--- src/rtl/dataq_pkg.sv ---
// Shared definitions for the data Q-mux return path: opcode fields,
// destination/pairing codes and the beat FSM encoding.
package dataq_pkg;

  localparam int WIDTH_DEF = 4;

  // Opcode field positions inside R
  localparam int R_DST_MSB = 3;
  localparam int R_DST_LSB = 2;
  localparam int R_SEL_MSB = 1;
  localparam int R_SEL_LSB = 0;

  // Destination codes, R[3:2]
  localparam logic [1:0] DST_ZERO = 2'b00;
  localparam logic [1:0] DST_UIO  = 2'b01;
  localparam logic [1:0] DST_MN   = 2'b10;
  localparam logic [1:0] DST_RSV  = 2'b11;

  // Lane pairing codes, R[1:0]
  localparam logic [1:0] SEL_ACBD = 2'b00;
  localparam logic [1:0] SEL_CD   = 2'b01;
  localparam logic [1:0] SEL_AB   = 2'b10;
  localparam logic [1:0] SEL_ABCD = 2'b11;

  // Beat FSM encoding, shared with the input Q-mux decode
  typedef enum logic [1:0] {
    ST_IDLE  = 2'b00,
    ST_BEAT1 = 2'b01,
    ST_BEAT2 = 2'b10
  } state_t;

  function automatic logic [1:0] r_dst(input logic [3:0] r);
    return r[R_DST_MSB:R_DST_LSB];
  endfunction

  function automatic logic [1:0] r_sel(input logic [3:0] r);
    return r[R_SEL_MSB:R_SEL_LSB];
  endfunction

endpackage

--- src/rtl/dataq_beat_sel.sv ---
// Beat selector: maps the four lanes onto the {high, low} nibbles of one
// beat for a given pairing and beat index, and flags the final beat.
module dataq_beat_sel
  import dataq_pkg::*;
#(
  parameter int WIDTH = WIDTH_DEF
) (
  input  logic [WIDTH-1:0] lane_a,
  input  logic [WIDTH-1:0] lane_b,
  input  logic [WIDTH-1:0] lane_c,
  input  logic [WIDTH-1:0] lane_d,
  input  logic [1:0]       sel,
  input  logic             beat,
  output logic [WIDTH-1:0] hi,
  output logic [WIDTH-1:0] lo,
  output logic             last_beat
);

  // Single-beat pairings ignore the beat index and always report last.
  always_comb begin
    hi        = lane_a;
    lo        = lane_b;
    last_beat = 1'b1;
    case (sel)
      SEL_CD: begin
        hi        = lane_c;
        lo        = lane_d;
        last_beat = 1'b1;
      end
      SEL_AB: begin
        hi        = lane_a;
        lo        = lane_b;
        last_beat = 1'b1;
      end
      SEL_ABCD: begin
        hi        = beat ? lane_c : lane_a;
        lo        = beat ? lane_d : lane_b;
        last_beat = beat;
      end
      SEL_ACBD: begin
        hi        = beat ? lane_b : lane_a;
        lo        = beat ? lane_d : lane_c;
        last_beat = beat;
      end
      default: begin
        hi        = lane_a;
        lo        = lane_b;
        last_beat = 1'b1;
      end
    endcase
  end

endmodule

--- src/rtl/dataq_demux_out.sv ---
// Return-path data demux: takes the A..D lane results and sends them out
// over the UIO pins (valid/ready) or back into the M/N operand registers.
//
//   state    | meaning
//   ---------+---------------------------------------------------------
//   ST_IDLE  | waiting for start; zero/NOP/reserved commands finish here
//   ST_BEAT1 | first beat presented on UIO or written to M/N
//   ST_BEAT2 | second beat of a two-beat pairing presented/written
module dataq_demux_out
  import dataq_pkg::*;
#(
  parameter int WIDTH = WIDTH_DEF
) (
  input  logic               clk,
  input  logic               rst,
  input  logic [3:0]         R,
  input  logic               start,
  input  logic [WIDTH-1:0]   fromA,
  input  logic [WIDTH-1:0]   fromB,
  input  logic [WIDTH-1:0]   fromC,
  input  logic [WIDTH-1:0]   fromD,
  input  logic               out_ready,
  output logic [WIDTH-1:0]   UIOh_out,
  output logic [WIDTH-1:0]   UIOl_out,
  output logic [2*WIDTH-1:0] uio_oe,
  output logic               out_valid,
  output logic [WIDTH-1:0]   M_out,
  output logic [WIDTH-1:0]   N_out,
  output logic               mn_we,
  output logic               busy,
  output logic               cmd_err
);

  state_t state, state_nxt;

  logic [WIDTH-1:0] snap_a, snap_b, snap_c, snap_d;
  logic [1:0]       dst_q, sel_q;
  logic             last_q, last_nxt;

  logic [WIDTH-1:0]   uioh_q, uiol_q, uioh_nxt, uiol_nxt;
  logic               valid_q, valid_nxt;
  logic [2*WIDTH-1:0] oe_q;
  logic [WIDTH-1:0]   m_q, n_q, m_nxt, n_nxt;
  logic               we_q, we_nxt;
  logic               busy_q;
  logic               err_q, err_nxt;

  logic       accept;
  logic [1:0] r_d, r_s;
  logic       use_live;

  logic [WIDTH-1:0] bs_a, bs_b, bs_c, bs_d, bs_hi, bs_lo;
  logic [1:0]       bs_sel;
  logic             bs_beat, bs_last;

  assign accept = start && (state == ST_IDLE);
  assign r_d    = r_dst(R);
  assign r_s    = r_sel(R);

  // The first beat must be registered at the accept edge, before the
  // snapshot exists, so it is selected from the live lanes; the second
  // beat always comes from the snapshot.
  assign use_live = (state == ST_IDLE);
  assign bs_a     = use_live ? fromA : snap_a;
  assign bs_b     = use_live ? fromB : snap_b;
  assign bs_c     = use_live ? fromC : snap_c;
  assign bs_d     = use_live ? fromD : snap_d;
  assign bs_sel   = use_live ? r_s   : sel_q;
  assign bs_beat  = ~use_live;

  dataq_beat_sel #(.WIDTH(WIDTH)) u_beat_sel (
    .lane_a    (bs_a),
    .lane_b    (bs_b),
    .lane_c    (bs_c),
    .lane_d    (bs_d),
    .sel       (bs_sel),
    .beat      (bs_beat),
    .hi        (bs_hi),
    .lo        (bs_lo),
    .last_beat (bs_last)
  );

  // State, snapshot and registered outputs.
  always_ff @(posedge clk) begin
    if (rst) begin
      state  <= ST_IDLE;
      snap_a <= '0;
      snap_b <= '0;
      snap_c <= '0;
      snap_d <= '0;
      dst_q  <= DST_ZERO;
      sel_q  <= SEL_ACBD;
      last_q <= 1'b0;
      uioh_q <= '0;
      uiol_q <= '0;
      valid_q <= 1'b0;
      oe_q   <= '0;
      m_q    <= '0;
      n_q    <= '0;
      we_q   <= 1'b0;
      busy_q <= 1'b0;
      err_q  <= 1'b0;
    end else begin
      state <= state_nxt;
      if (accept) begin
        snap_a <= fromA;
        snap_b <= fromB;
        snap_c <= fromC;
        snap_d <= fromD;
        dst_q  <= r_d;
        sel_q  <= r_s;
      end
      last_q  <= last_nxt;
      uioh_q  <= uioh_nxt;
      uiol_q  <= uiol_nxt;
      valid_q <= valid_nxt;
      oe_q    <= {(2*WIDTH){valid_nxt}};
      m_q     <= m_nxt;
      n_q     <= n_nxt;
      we_q    <= we_nxt;
      busy_q  <= (state_nxt != ST_IDLE);
      err_q   <= err_nxt;
    end
  end

  // Next state: UIO beats advance only on a handshake, MN beats every cycle.
  always_comb begin
    state_nxt = state;
    case (state)
      ST_IDLE: begin
        if (accept && (r_d == DST_UIO || r_d == DST_MN))
          state_nxt = ST_BEAT1;
      end
      ST_BEAT1: begin
        if (dst_q != DST_UIO || out_ready)
          state_nxt = last_q ? ST_IDLE : ST_BEAT2;
      end
      ST_BEAT2: begin
        if (dst_q != DST_UIO || out_ready)
          state_nxt = ST_IDLE;
      end
      default: state_nxt = ST_IDLE;
    endcase
  end

  // Next output values; everything holds unless a beat loads or retires.
  always_comb begin
    uioh_nxt  = uioh_q;
    uiol_nxt  = uiol_q;
    valid_nxt = valid_q;
    m_nxt     = m_q;
    n_nxt     = n_q;
    we_nxt    = 1'b0;
    err_nxt   = 1'b0;
    last_nxt  = last_q;
    case (state)
      ST_IDLE: begin
        if (accept) begin
          case (r_d)
            DST_ZERO: begin
              if (r_s != 2'b00) begin
                m_nxt  = '0;
                n_nxt  = '0;
                we_nxt = 1'b1;
              end
            end
            DST_UIO: begin
              uioh_nxt  = bs_hi;
              uiol_nxt  = bs_lo;
              valid_nxt = 1'b1;
              last_nxt  = bs_last;
            end
            DST_MN: begin
              m_nxt    = bs_hi;
              n_nxt    = bs_lo;
              we_nxt   = 1'b1;
              last_nxt = bs_last;
            end
            default: err_nxt = 1'b1;
          endcase
        end
      end
      ST_BEAT1: begin
        if (dst_q == DST_UIO) begin
          if (out_ready) begin
            if (last_q) begin
              uioh_nxt  = '0;
              uiol_nxt  = '0;
              valid_nxt = 1'b0;
            end else begin
              uioh_nxt = bs_hi;
              uiol_nxt = bs_lo;
              last_nxt = bs_last;
            end
          end
        end else if (!last_q) begin
          m_nxt    = bs_hi;
          n_nxt    = bs_lo;
          we_nxt   = 1'b1;
          last_nxt = bs_last;
        end
      end
      ST_BEAT2: begin
        if (dst_q == DST_UIO && out_ready) begin
          uioh_nxt  = '0;
          uiol_nxt  = '0;
          valid_nxt = 1'b0;
        end
      end
      default: begin
        valid_nxt = 1'b0;
      end
    endcase
  end

  assign UIOh_out  = uioh_q;
  assign UIOl_out  = uiol_q;
  assign out_valid = valid_q;
  assign uio_oe    = oe_q;
  assign M_out     = m_q;
  assign N_out     = n_q;
  assign mn_we     = we_q;
  assign busy      = busy_q;
  assign cmd_err   = err_q;

endmodule

--- config.mk ---
export PLATFORM = sky130hd
export DESIGN_NAME = dataq_demux_out
export DESIGN_NICKNAME = d
export VERILOG_FILES = /design/src/rtl/dataq_pkg.sv /design/src/rtl/dataq_beat_sel.sv /design/src/rtl/dataq_demux_out.sv
export SDC_FILE = /design/constraint.sdc
export NUM_CORES = 1
export LEC_CHECK = 0
export ABC_CLOCK_PERIOD_IN_PS = 2450
export BUFFER_PORTS_ARGS = -buffer_cell sky130_fd_sc_hd__buf_4
export CORE_MARGIN = 5
export CORE_UTILIZATION = 49
export DETAILED_ROUTE_END_ITERATION = 10
export PLACE_DENSITY_LB_ADDON = 0.2
export REMOVE_ABC_BUFFERS = 1
export SLEW_MARGIN = 20
export SYNTH_ARGS = -nofsm -noshare
export SYNTH_HDL_FRONTEND = slang
export SYNTH_SLANG_ARGS = --single-unit
--- constraint.sdc ---
create_clock -name clk -period 2.45 [get_ports clk]
set_input_delay 0.49 -clock clk [delete_from_list [all_inputs] [get_ports clk]]
set_output_delay 0.49 -clock clk [all_outputs]
set_load 0.01 [all_outputs]
---- After elaboration in Yosys (flattened, before gate mapping) ----
Cells that the tools add are included.
word-level totals
  input port bits ......................... 24
  register bits after elaboration ......... 44
  output and inout bits ................... 28
  logic and storage cells ................. 120
cells by class
  multiplexer cells ....................... 61
  bitwise operators ....................... 2
  reductions and logical operators ........ 20
  equality and inequality tests ........... 20
operator list
  kind                                                                     number
  4-bit 2-to-1 mux                                                         26
  4-bit one-hot mux with 2 select lines                                    4
  4-bit one-hot mux with 4 select lines                                    2
  4-bit one-hot mux with 3 select lines                                    2
  1-bit 2-to-1 mux                                                         16
  2-bit inequality test, second input constant                             7
  6-bit AND reduction                                                      2
  2-bit 2-to-1 mux                                                         5
  2-bit by 1-bit equality test with 1-bit output, second input constant    4
  2-bit equality test, second input constant                               4
  1-bit one-hot mux with 2 select lines                                    4
  2-bit zero test                                                          3
  3-bit inequality test, second input constant                             2
  2-bit one-hot mux with 3 select lines                                    1
  2-bit nonzero test                                                       3
  2-bit OR reduction                                                       3
  3-bit OR reduction                                                       2
  2-bit by 1-bit inequality test with 1-bit output, second input constant  2
  4-bit AND reduction                                                      1
  1-bit logical AND                                                        3
  3-bit by 1-bit inequality test with 1-bit output, second input constant  1
  1-bit one-hot mux with 3 select lines                                    1
  3-bit nonzero test                                                       1
  1-bit logical OR                                                         2
  1-bit inverter                                                           2

---- Longest topological paths before layout ----
  depth in word-level cells ............... 9
  depth in mapped cells ................... 12

---- By module ----
From an unflattened synthesis, not the netlist that was laid out.
second synthesis, totals
  cells, all modules ...................... 286
  area total of the unflattened synthesis .. 2,476.1 um2
modules (own cells, without submodules)
  module           cells each  area each (um2)  instances
  dataq_demux_out  246         2,144.6          1
  dataq_beat_sel   40          331.6            1

---- Worst setup path before layout ----
No wires, ideal clock.
  kind .................................... register to register
  start ................................... reg state[0]
  end ..................................... reg n_q[3], in the netlist N_out[3]
  slack ................................... 0.107 ns
  arrival ................................. 2.224 ns
  setup time .............................. 0.119 ns
  clock period less this slack ............ 2.343 ns
  stages on the path, launching flop included .. 13
  cells stage by stage .................... dfxtp_1 inv_1 ha_1 buf_6 buf_4 mux2i_1 inv_1 ha_1 buf_2 a22o_1 a222oi_1 mux2_1 o2bb2ai_1
on the way
  cells in the longest elaborated chain, start to end .. 7
ends and longest elaborated chain
  item                                                                       line                                            source
  start: declaration                                                         dataq_demux_out.sv:34                           state_t state, state_nxt;
  start signal: assignment                                                   dataq_demux_out.sv:104                          state <= state_nxt;
  2-bit zero test (*)                                                        dataq_demux_out.sv:63                           assign use_live = (state == ST_IDLE);
  net use_live                                                               dataq_demux_out.sv:50                           logic use_live;
  2-bit 2-to-1 mux, or another cell as far along                             dataq_demux_out.sv:68                           assign bs_sel = use_live ? r_s : sel_q;
  2-bit equality test, or another cell as far along                          dataq_beat_sel.sv:24                            case (sel)
  4-bit one-hot mux with 4 select lines                                      dataq_beat_sel.sv:24
  4-bit one-hot mux with 2 select lines or 4-bit 2-to-1 mux (tied branches)  dataq_demux_out.sv:159, dataq_demux_out.sv:196
  4-bit 2-to-1 mux, on equally long branches                                 dataq_demux_out.sv:158, dataq_demux_out.sv:184
  4-bit one-hot mux with 2 select lines                                      dataq_demux_out.sv:156                          case (state)
  end signal: assignment                                                     dataq_demux_out.sv:119                          n_q <= n_nxt;
  end: declaration                                                           dataq_demux_out.sv:43                           logic [WIDTH-1:0] m_q, n_q, m_nxt, n_nxt;
Mark *: on every way through the listed nets, which the timed path passes. The rest lies on a longest branch. The select of a mux whose other input is x is not followed.
A chain may end at the register's enable or synchronous reset.

---- Worst setup path after layout ----
  start ................................... reg state[1]
  end ..................................... reg n_q[1], in the netlist N_out[1]
The elaborated chain is that of the path after synthesis.

==> key figures <==
Outcome
  – Status: complete, no violations

Placed design
  – Post-DP HPWL: 3980 um
  – Number of port buffers: 51
  – Cells after DPL: 342
  – Placed Area: 2640 sq um
  – Global placement routability congestion: 0.819

Worst setup path
  – Max incr delay on CP: 360 ps
  – WS Path Type: flip-flop to flip-flop
  – WP data required: between 2000 and 3000 ps
  – Worst EP arrival: 2550 ps
  – Number of buffers and inverters on the critical path: 2
  – Cell breakdown of the critical path: inv_1, ha_2, mux2i_2, inv_1, ha_2, o21ba_2, a222oi_1, mux2_1, o2bb2ai_1
  – CP startpoint kind: flip-flop
  – Cell family with most CP delay: compound AO/OA/AOI/OAI gates
  – CP Capture Type: flip-flop
  – CP max-delay cell: dfxtp_1
  – CP Max Fanout: 11

Clocking
  – Postcts setup bufs: 0
  – H-tree Lvls: 2
  – CTS clk-pin slew, worst paths: 90 ps
  – Worst-Skew Late Latency: approximately 300 ps
  – Clk buf depth: 2
  – CTS tree: done
  – Sink Count: 43
  – CTS Root Cell: clkbuf_8
  – Clock buffer count from CTS: 5
  – Hold bufs inserted after CTS: 0

Floorplan
  – Die width: around 79 um
  – Die Area: 6190 sq um
  – Die H: 78.7 um
  – Num rows: 25
  – Num ports: between 50 and 60
  – Core area: 4660 sq um
  – Initial Util: between 40 and 50%

Drt
  – DR WL/cell: around 16 um
  – DRT iter0 DRCs: about 200
  – DR pass1 iterations: 4
  – Via count: 1,976
  – Vias per inst: 5.65
  – Antenna viol nets, final: 0
  – DRC: 0
  – Routed WL: 5620 um

Finish
  – Seq. cell area: 862 sq um
  – Final Non-Filler Cells: 350
  – Fillcell total: between 400 and 500
  – Nets: 331
  – Most frequent cells in the layout: buf_4, nand2_1, dfxtp_1, a21oi_1, o2bb2ai_1
  – Area of the multi-input gates: between 1000 and 1500 sq um
  – Final Instance Area: ~2800 sq um
  – Util after Layout: 59.4%
  – P&R area growth vs syn: 19.8%
  – Antenna Cells: 0
  – Commonest non-fill, non-tap cell in the layout: buf_4
  – Share of cells above drive strength 1: 28.7%

Global route
  – Global-route wire length before repair: 9510 um
  – GRT Util Overall: 19.1%
  – Vias in the first global route: between 1.5k and 2k
  – Initial antenna violation count: 0
  – Largest net degree at the start of global routing: 35
  – Grt ovf: 0

Yosys
  – Synth Cell Area: 2310 sq um
  – Asr flop ratio synth: 0%
  – Sequential area share after synthesis: between 30% and 40%
  – Top FF cell, synth: dfxtp_1
  – FF+latch count, synth: 43
  – Post-synth EDFFs: 0
  – Syn Area/Cell: 8.96 sq um
  – Post-synthesis cell type count: 42
  – Yosys warnings: 0
  – Synth Instances: 258

STA
  – Endpoints failing setup: 0
  – Final Critical Period: between 2000 and 2500 ps
  – Pins Over Slew Limit: 0
  – Worst Tran Pin Value: roughly 500 ps
  – Final period utilization: 96.2%
  – Hold slack: 440 ps
  – Clock Skew: 7.75 ps
  – RSZ-0062 raised after global routing: no
  – Slew headroom: between 60% and 70%
  – Achievable clock frequency: roughly 420 MHz
  – Final hold vios: 0

Job
  – Max cap viols: 0

Power and ir drop
  – Max rail drop VDD: between 0.4 and 0.5 mV
  – LEAKAGE: 1.16 nW
  – Pwr dens: approximately 750 nW/um^2

Min path
  – HP Class: input port to flip-flop
## flip-flops by register name (all words and copies together), names as in the netlist
name	count
busy	1
uio_oe	1
UIOl_out	4
dst_q	2
snap_c	4
UIOh_out	4
snap_d	4
snap_a	4
snap_b	4
state	2
last_q	1
mn_we	1
N_out	4
cmd_err	1
M_out	4
sel_q	2
## power breakdown
group	switching (mW)	internal, mW
clock	0.264	0.309
sequential	0.0515	0.771
combinational	0.377	0.307
total	0.693	1.39
## metrics by stage
step           setup TNS, ps  total power, mW  setup slack [ps]
3_3_place_gp               0             1.50               159
3_5_place_dp           -19.6             1.51             -10.1
5_1_grt                    0             2.20              12.5
6_report                   0             2.08              92.4
2_1_floorplan          -4640             1.27              -413
4_1_cts                    0             2.08              94.6
## cells by family (layout without fill, tap and decap cells)
logic type	Yosys count	after routing	synth area share, %
flip-flops	43	43	37.2
AND/OR/NAND/NOR	72	72	14.6
AO/OA/AOI/OAI	81	81	25.4
adder cells (fa/ha/maj)	12	12	6.50
multiplexers	18	18	8.61
buffers and inverters	32	70	7.69
## worst register-to-register path: cells and delay by family, from the launching register on
family,cells,cell delay [ps]
buffers and inverters,2,210
muxes,2,510
AOI/OAI and AO/OA,3,680
adders and majority gates,2,510
DFF,1,360
## synth_stat cells (2+ instances only)
master,number,share of area [%]
a311oi_1,5,1.9
clkbuf_1,5,0.81
buf_2,6,1.3
nand2_1,45,7.3
a222oi_1,4,1.7
o21ai_0,10,2.2
nand2b_1,2,0.54
dfxtp_1,43,37
a21oi_1,28,6.1
mux2_1,5,2.4
o2bb2ai_1,17,6.4
a22oi_1,4,1.3
mux2i_1,6,2.6
nor2_1,8,1.3
a22o_1,4,1.5
ha_1,12,6.5
nor3b_1,2,0.65
mux2_2,6,2.9
buf_4,11,3.6
nor2b_1,6,1.6
inv_1,8,1.3
## path summary, 6_finish.rpt
kind	startpoint	end	slack [ps]	cells past startpoint
max reg2reg	state[1]	N_out[1]	90	9
min reg2reg	snap_a[3]	snap_a[3]	470	2
max	state[1]	N_out[1]	90	9
min	fromD[2]	snap_d[2]	440	3
## per-layer routing
layer	global-route usage (%)	wire length, um	part of all wire [%]	vias up
li1	-	-	-	993
met1	28.2	2790	50	928
met2	28.1	2510	45	53
met3	4.24	295	5.2	2
met4	4.20	22	0.39	0
met5	0	0	0	-
## repair_timing
action | CTS | global route
resized for setup | 2 | 4
hold endpoints to repair | 0 | 0
endpoints found under the setup margin | 3 | 16
## final cells by class
type	instances	area share (%)
Timing Repair Buffer	54	14.6
Inverter	8	1.08
Multi-Input combinational cell	183	46.5
Clock inverter	3	1.72
Sequential cell	43	31.1
Clock buffer	5	2.49
Tap cell	54	2.44
Power figures use the tool's default switching activity.
